--- src/rtl/tx_seq_pkg.sv ---
// Shared types and defaults for the USB TX bit sequencer.
package tx_seq_pkg;

  localparam int DATA_BITS    = 8;
  localparam int EOP_SE0_BITS = 2;

  typedef enum logic [2:0] {
    IDLE,
    LOAD,
    SHIFT,
    EOP_SE0,
    EOP_J
  } tx_seq_state_t;

  // Counter width that stays legal for ranges of 1.
  function automatic int cnt_width(input int n);
    return (n > 1) ? $clog2(n) : 1;
  endfunction

endpackage

--- src/rtl/tx_seq_bitcnt.sv ---
// Strobe-enabled wrap counter (0..MAX-1) with clear, hold and terminal-count flag.
module tx_seq_bitcnt #(
  parameter int MAX   = 8,
  parameter int WIDTH = 3
) (
  input  logic             clk,
  input  logic             n_rst,
  input  logic             clr,
  input  logic             en,
  output logic [WIDTH-1:0] count,
  output logic             tc
);

  assign tc = (count == WIDTH'(MAX - 1));

  // NOTE: non-blocking assignments for registered state so every flop samples pre-edge values.
  always_ff @(posedge clk or negedge n_rst) begin
    if (!n_rst)   count <= '0;
    else if (clr) count <= '0;
    else if (en)  count <= tc ? '0 : count + 1'b1;
  end

endmodule

--- src/rtl/tx_bit_sequencer.sv ---
// USB TX bit scheduler: byte handshake, bit counting with stuff holds, SE0/SE0/J end-of-packet.
// Optional: define TX_SEQ_UNDERRUN_EN to flag a missing byte (sticky underrun) and truncate the packet.
module tx_bit_sequencer #(
  parameter int DATA_BITS    = tx_seq_pkg::DATA_BITS,
  parameter int EOP_SE0_BITS = tx_seq_pkg::EOP_SE0_BITS
) (
  input  logic                         clk,
  input  logic                         n_rst,
  input  logic                         clk12,
  input  logic                         start,
  input  logic                         abort,
  input  logic                         byte_valid,
  input  logic                         last_byte,
  input  logic                         stuff_halt,
  output logic                         byte_ready,
  output logic                         load_byte,
  output logic                         shift_enable,
  output logic [$clog2(DATA_BITS)-1:0] bit_count,
  output logic                         tx_active,
  output logic                         eop_se0,
  output logic                         eop_j,
  output logic                         eop_done,
  output logic                         underrun
);
  import tx_seq_pkg::*;

  localparam int BW = $clog2(DATA_BITS);
  // The EOP counter spans the SE0 bits plus the J bit, so it wraps exactly on return to IDLE.
  localparam int EW = cnt_width(EOP_SE0_BITS + 1);

  tx_seq_state_t state, state_next;
  logic          last_flag;
  logic          bit_strobe;
  logic          bit_tc;
  logic          eop_tc;
  logic [EW-1:0] eop_count;

  assign bit_strobe = clk12 && !stuff_halt && !abort;
  assign load_byte  = byte_ready && byte_valid;
  assign tx_active  = (state != IDLE);
  assign eop_se0    = (state == EOP_SE0);
  assign eop_j      = (state == EOP_J);

  tx_seq_bitcnt #(.MAX(DATA_BITS), .WIDTH(BW)) u_bit_cnt (
    .clk   (clk),
    .n_rst (n_rst),
    .clr   (abort || state != SHIFT),
    .en    (state == SHIFT && bit_strobe),
    .count (bit_count),
    .tc    (bit_tc)
  );

  tx_seq_bitcnt #(.MAX(EOP_SE0_BITS + 1), .WIDTH(EW)) u_eop_cnt (
    .clk   (clk),
    .n_rst (n_rst),
    .clr   (abort || !(state == EOP_SE0 || state == EOP_J)),
    .en    (clk12),
    .count (eop_count),
    .tc    (eop_tc)
  );

  always_ff @(posedge clk or negedge n_rst) begin
    if (!n_rst) state <= IDLE;
    else        state <= state_next;
  end

  // NOTE: every always_comb output gets a default first so no path infers a latch.
  always_comb begin
    state_next   = state;
    byte_ready   = 1'b0;
    shift_enable = 1'b0;
    if (abort) begin
      state_next = IDLE;
    end else begin
      unique case (state)
        IDLE:    if (start) state_next = LOAD;
        LOAD: begin
          byte_ready = clk12;
          if (clk12 && byte_valid) state_next = SHIFT;
        end
        SHIFT: begin
          if (bit_strobe) begin
            shift_enable = 1'b1;
            if (bit_tc) begin
              byte_ready = !last_flag;
              if (last_flag || !byte_valid) state_next = EOP_SE0;
            end
          end
        end
        EOP_SE0: if (clk12 && eop_count == EW'(EOP_SE0_BITS - 1)) state_next = EOP_J;
        EOP_J:   if (clk12 && eop_tc) state_next = IDLE;
        default: state_next = IDLE;
      endcase
    end
  end

  always_ff @(posedge clk or negedge n_rst) begin
    if (!n_rst) begin
      last_flag <= 1'b0;
      eop_done  <= 1'b0;
    end else begin
      eop_done <= !abort && state == EOP_J && clk12 && eop_tc;
      if (abort)          last_flag <= 1'b0;
      else if (load_byte) last_flag <= last_byte;
    end
  end

`ifdef TX_SEQ_UNDERRUN_EN
  logic byte_missing;
  assign byte_missing = (state == SHIFT) && bit_strobe && bit_tc && !last_flag && !byte_valid;

  always_ff @(posedge clk or negedge n_rst) begin
    if (!n_rst)                                underrun <= 1'b0;
    else if (state == IDLE && start && !abort) underrun <= 1'b0;
    else if (byte_missing)                     underrun <= 1'b1;
  end
`else
  assign underrun = 1'b0;
`endif

endmodule

--- config.mk ---
export PLATFORM = sky130hd
export DESIGN_NAME = tx_bit_sequencer
export DESIGN_NICKNAME = d
export VERILOG_FILES = /design/src/rtl/tx_seq_pkg.sv /design/src/rtl/tx_seq_bitcnt.sv /design/src/rtl/tx_bit_sequencer.sv
export SDC_FILE = /design/constraint.sdc
export NUM_CORES = 1
export LEC_CHECK = 0
export CORE_MARGIN = 1
export CORE_UTILIZATION = 40
export DETAILED_ROUTE_END_ITERATION = 7
export HOLD_SLACK_MARGIN = 0.15
export PLACE_DENSITY = 0.73
export SYNTH_ARGS = -nofsm -noshare
export SYNTH_HDL_FRONTEND = slang
export SYNTH_SLANG_ARGS = --single-unit
--- constraint.sdc ---
create_clock -name clk -period 1.47 [get_ports clk]
set_clock_uncertainty 0.1 [all_clocks]
set_input_delay 0.294 -clock clk [delete_from_list [all_inputs] [get_ports clk]]
set_output_delay 0.294 -clock clk [all_outputs]
set_load 0.01 [all_outputs]
==> impl_metrics.yaml <==
status:
  outcome: "finished with violations"
  violations: "setup timing"
critical_path:
  worst_ep_arrival_time_ns: 1.64
  r2r_slack_ns: -0.16
  crit_fanout: 3
  path_delay_family: "flip-flops"
  crit_path_top_delay_cell: "dfrtp_1"
  crit_buf_inv: 1
  crit_chain: "ha_2, ha_4, nand3b_1, o31a_1, nor3_2, buf_2"
  r2r_end: "state[0]"
  worstRegToRegCells: 6
  start_kind: "flip-flop"
  worstPathRequired_ns: 1.08
  rr_startpoint: "u_bit_cnt.count[0]"
  slowest_delay_ns: 0.38
  critPathCaptureType: "output pin"
  critPathKind: "flip-flop to output pin"
clock_tree:
  cts_tree: "done"
  cts_buffers: 3
  cts_htree_levels: 1
  clk_pin_slew_ns: 0.07
  clockBufferDepth: 2
  root_buffer: "clkbuf_4"
  hold_buffers: 0
  cts.sinks: 10
  clock_latency_ns: 0.26
sta:
  setup_viol: 9
  fmax_ghz: 0.492
  period_minus_slack_ns: 2.03
  worstMarginPinSlew_ns: 0.501
  rsz0062_at_grt: "yes"
  drv_slew: 0
  fin_crit_sh_pct: 138
  maxSlewHeadroom_pct: 66.5
  fin_ws_ns: -0.564
  hold_violations: 0
routing:
  drc: 0
  ant_nets: 0
  drt_pass1_iterations: 4
  viasPerCell: 5.37
  drtIter0Drc: 11
  wl_per_cell_um: 16.4
  via_count: 719
  wl_mm: 2.20
grt:
  grt_max_degree: 11
  grt_pass1_vias: 629
  grt_use_total_pct: 27.0
  overflow: 0
  antenna_found_initial: 0
  grt_pass1_wl_mm: 2.89
floorplan:
  die_h_um: 41.2
  coreArea_sq_um: 1370
  die_area_sq_um: 1690
  ios: 19
  rows: 13
  initial_core_util_pct: 44.9
  die_w_um: 41.2
synthesis:
  ys_ff_latch: 10
  synth_top_family_by_area: "simple AND/OR/NAND/NOR gates"
  yosysUniqueCellTypes: 30
  syn_avg_cell_area_sq_um: 9.02
  synth-seq-area-share_pct: 40.8
  netlist_instances: 68
  yosysWarnings: 0
  synth-edff-count: 0
  synthMuxAreaShare_pct: 1.63
  synth_compound_area_share_pct: 16.7
  synth_ff_type: "dfrtp_1"
  synth_xor_area_share_pct: 0
  yosys.area_share.simple_pct: 30.4
  synthAdderAreaFrac_pct: 4.08
  synth_nets: 78
  synthTopCellsByArea: "dfrtp_1 (41%), nand3b_1 (6.1%), nand2_1 (4.3%)"
  netlist_area_sq_um: 613
  async_reset_ff_share_pct: 100
  synth_area_leader_cell: "dfrtp_1"
  synth_top_area_share_pct: 40.8
pwr:
  pwr_density_cell_nw_per_um2: 557
  ir_drop_mv: 0.377
  leakage_nw: 0.540
finish:
  fin_nets: 131
  drive_gt1_share_pct: 52.9
  antenna_cells: 0
  stdcell_area_sq_um: 1160
  area_delta_synth_final_pct: 89.4
  stdcell_count: 134
placed_design:
  dpl_cell_area_sq_um: 980
  routabilityCongestion: 0.843
  placedCellCount: 121
  port_buffers: 17
  dp_hpwl_mm: 1.27
flow_run:
  drv_cap: 0
hold_path:
  holdCritPathClass: "input port to async pin"
## area by class of cell
| cell class | instances | area (sq um) |
|---|---|---|
| repair buffers | 50 | 429 |
| clock buffers | 3 | 22.5 |
| inverters | 6 | 25.0 |
| multi-input cells | 50 | 415 |
| well taps | 15 | 18.8 |
| fillers | 85 | 205 |
| flip-flops and latches | 10 | 250 |
## layout by cell type (no fill, tap or decap), types with 2 or more instances in the layout
cell type,n
a21oi_2,3
a2bb2oi_1,2
buf_2,4
buf_4,23
buf_6,12
clkbuf_4,3
clkdlybuf4s15_1,2
clkdlybuf4s50_1,5
dfrtp_1,10
dlygate4sd2_1,3
inv_1,3
inv_2,2
nand2_1,7
nand2b_1,3
nand3b_1,5
nor2_1,3
nor3_2,2
## worst max path at each step
stage                                  start           end  slack, ns  depth (start not counted)
after floorplan           u_bit_cnt.count[0]     load_byte      -0.24                          5
after global placement                 abort  shift_enable      -0.89                          4
after detailed placement               abort  shift_enable      -0.91                          4
after CTS                 u_bit_cnt.count[1]     load_byte      -0.59                          6
after global routing      u_bit_cnt.count[0]     load_byte      -0.60                          6
final                     u_bit_cnt.count[0]     load_byte      -0.56                          6
## repair_timing
| action | in CTS | in global routing |
|---|---|---|
| setup buffers | 9 | 5 |
| resized for setup | 52 | 14 |
| pin swaps | 10 | 12 |
| setup endpoints to repair | 16 | 17 |
## state kept, by name, summed over array words and instances (netlist names)
signal	flops
eop_done	1
last_flag	1
state	3
u_bit_cnt.count	3
u_eop_cnt.count	2
## layer usage
metal	vias up	global-route usage, %	share of wire (%)
met5	-	0	0
met4	0	9.68	0.86
met2	20	45.3	54
met1	351	35.2	42
li1	344	-	-
met3	4	3.26	3.2
## report_power, final
part | switching [mW] | internal (mW) | leakage [nW]
clock | 0.0942 | 0.0943 | 0.0138
sequential | 0.00449 | 0.280 | 0.138
combinational | 0.0821 | 0.0923 | 0.388
total | 0.181 | 0.466 | 0.540
## logic make-up after synthesis
logic type,count (synthesis)
AND/OR/NAND/NOR,33
AO/OA/AOI/OAI,13
flip-flops,10
buffers and inverters,8
adder cells (fa/ha/maj),2
multiplexers,1
other,1
## metrics by stage
| step | hold WS, ns | utilization, % | TNS, ns | total power [mW] | setup WS [ns] |
|---|---|---|---|---|---|
| 2_1_floorplan | -0.102 | - | -0.477 | 0.340 | -0.244 |
| 3_3_place_gp | 0.493 | 71.7 | -5.66 | 0.415 | -0.893 |
| 3_5_place_dp | 0.494 | 71.7 | -5.96 | 0.418 | -0.912 |
| 4_1_cts | 0.276 | 81.9 | -2.31 | 0.634 | -0.590 |
| 5_1_grt | 0.294 | 85.0 | -2.67 | 0.671 | -0.597 |
| 6_report | 0.264 | 85.0 | -2.39 | 0.647 | -0.564 |
## cells in the mapped netlist, drive strengths merged (2+ instances only)
master	number
a21oi	4
a2bb2oi	2
dfrtp	10
ha	2
inv	6
nand2	7
nand2b	3
nand3b	5
nor2	5
nor2b	2
nor3	3
o311ai	2
or2	2
No activity file was read; power rests on OpenSTA's default activity.
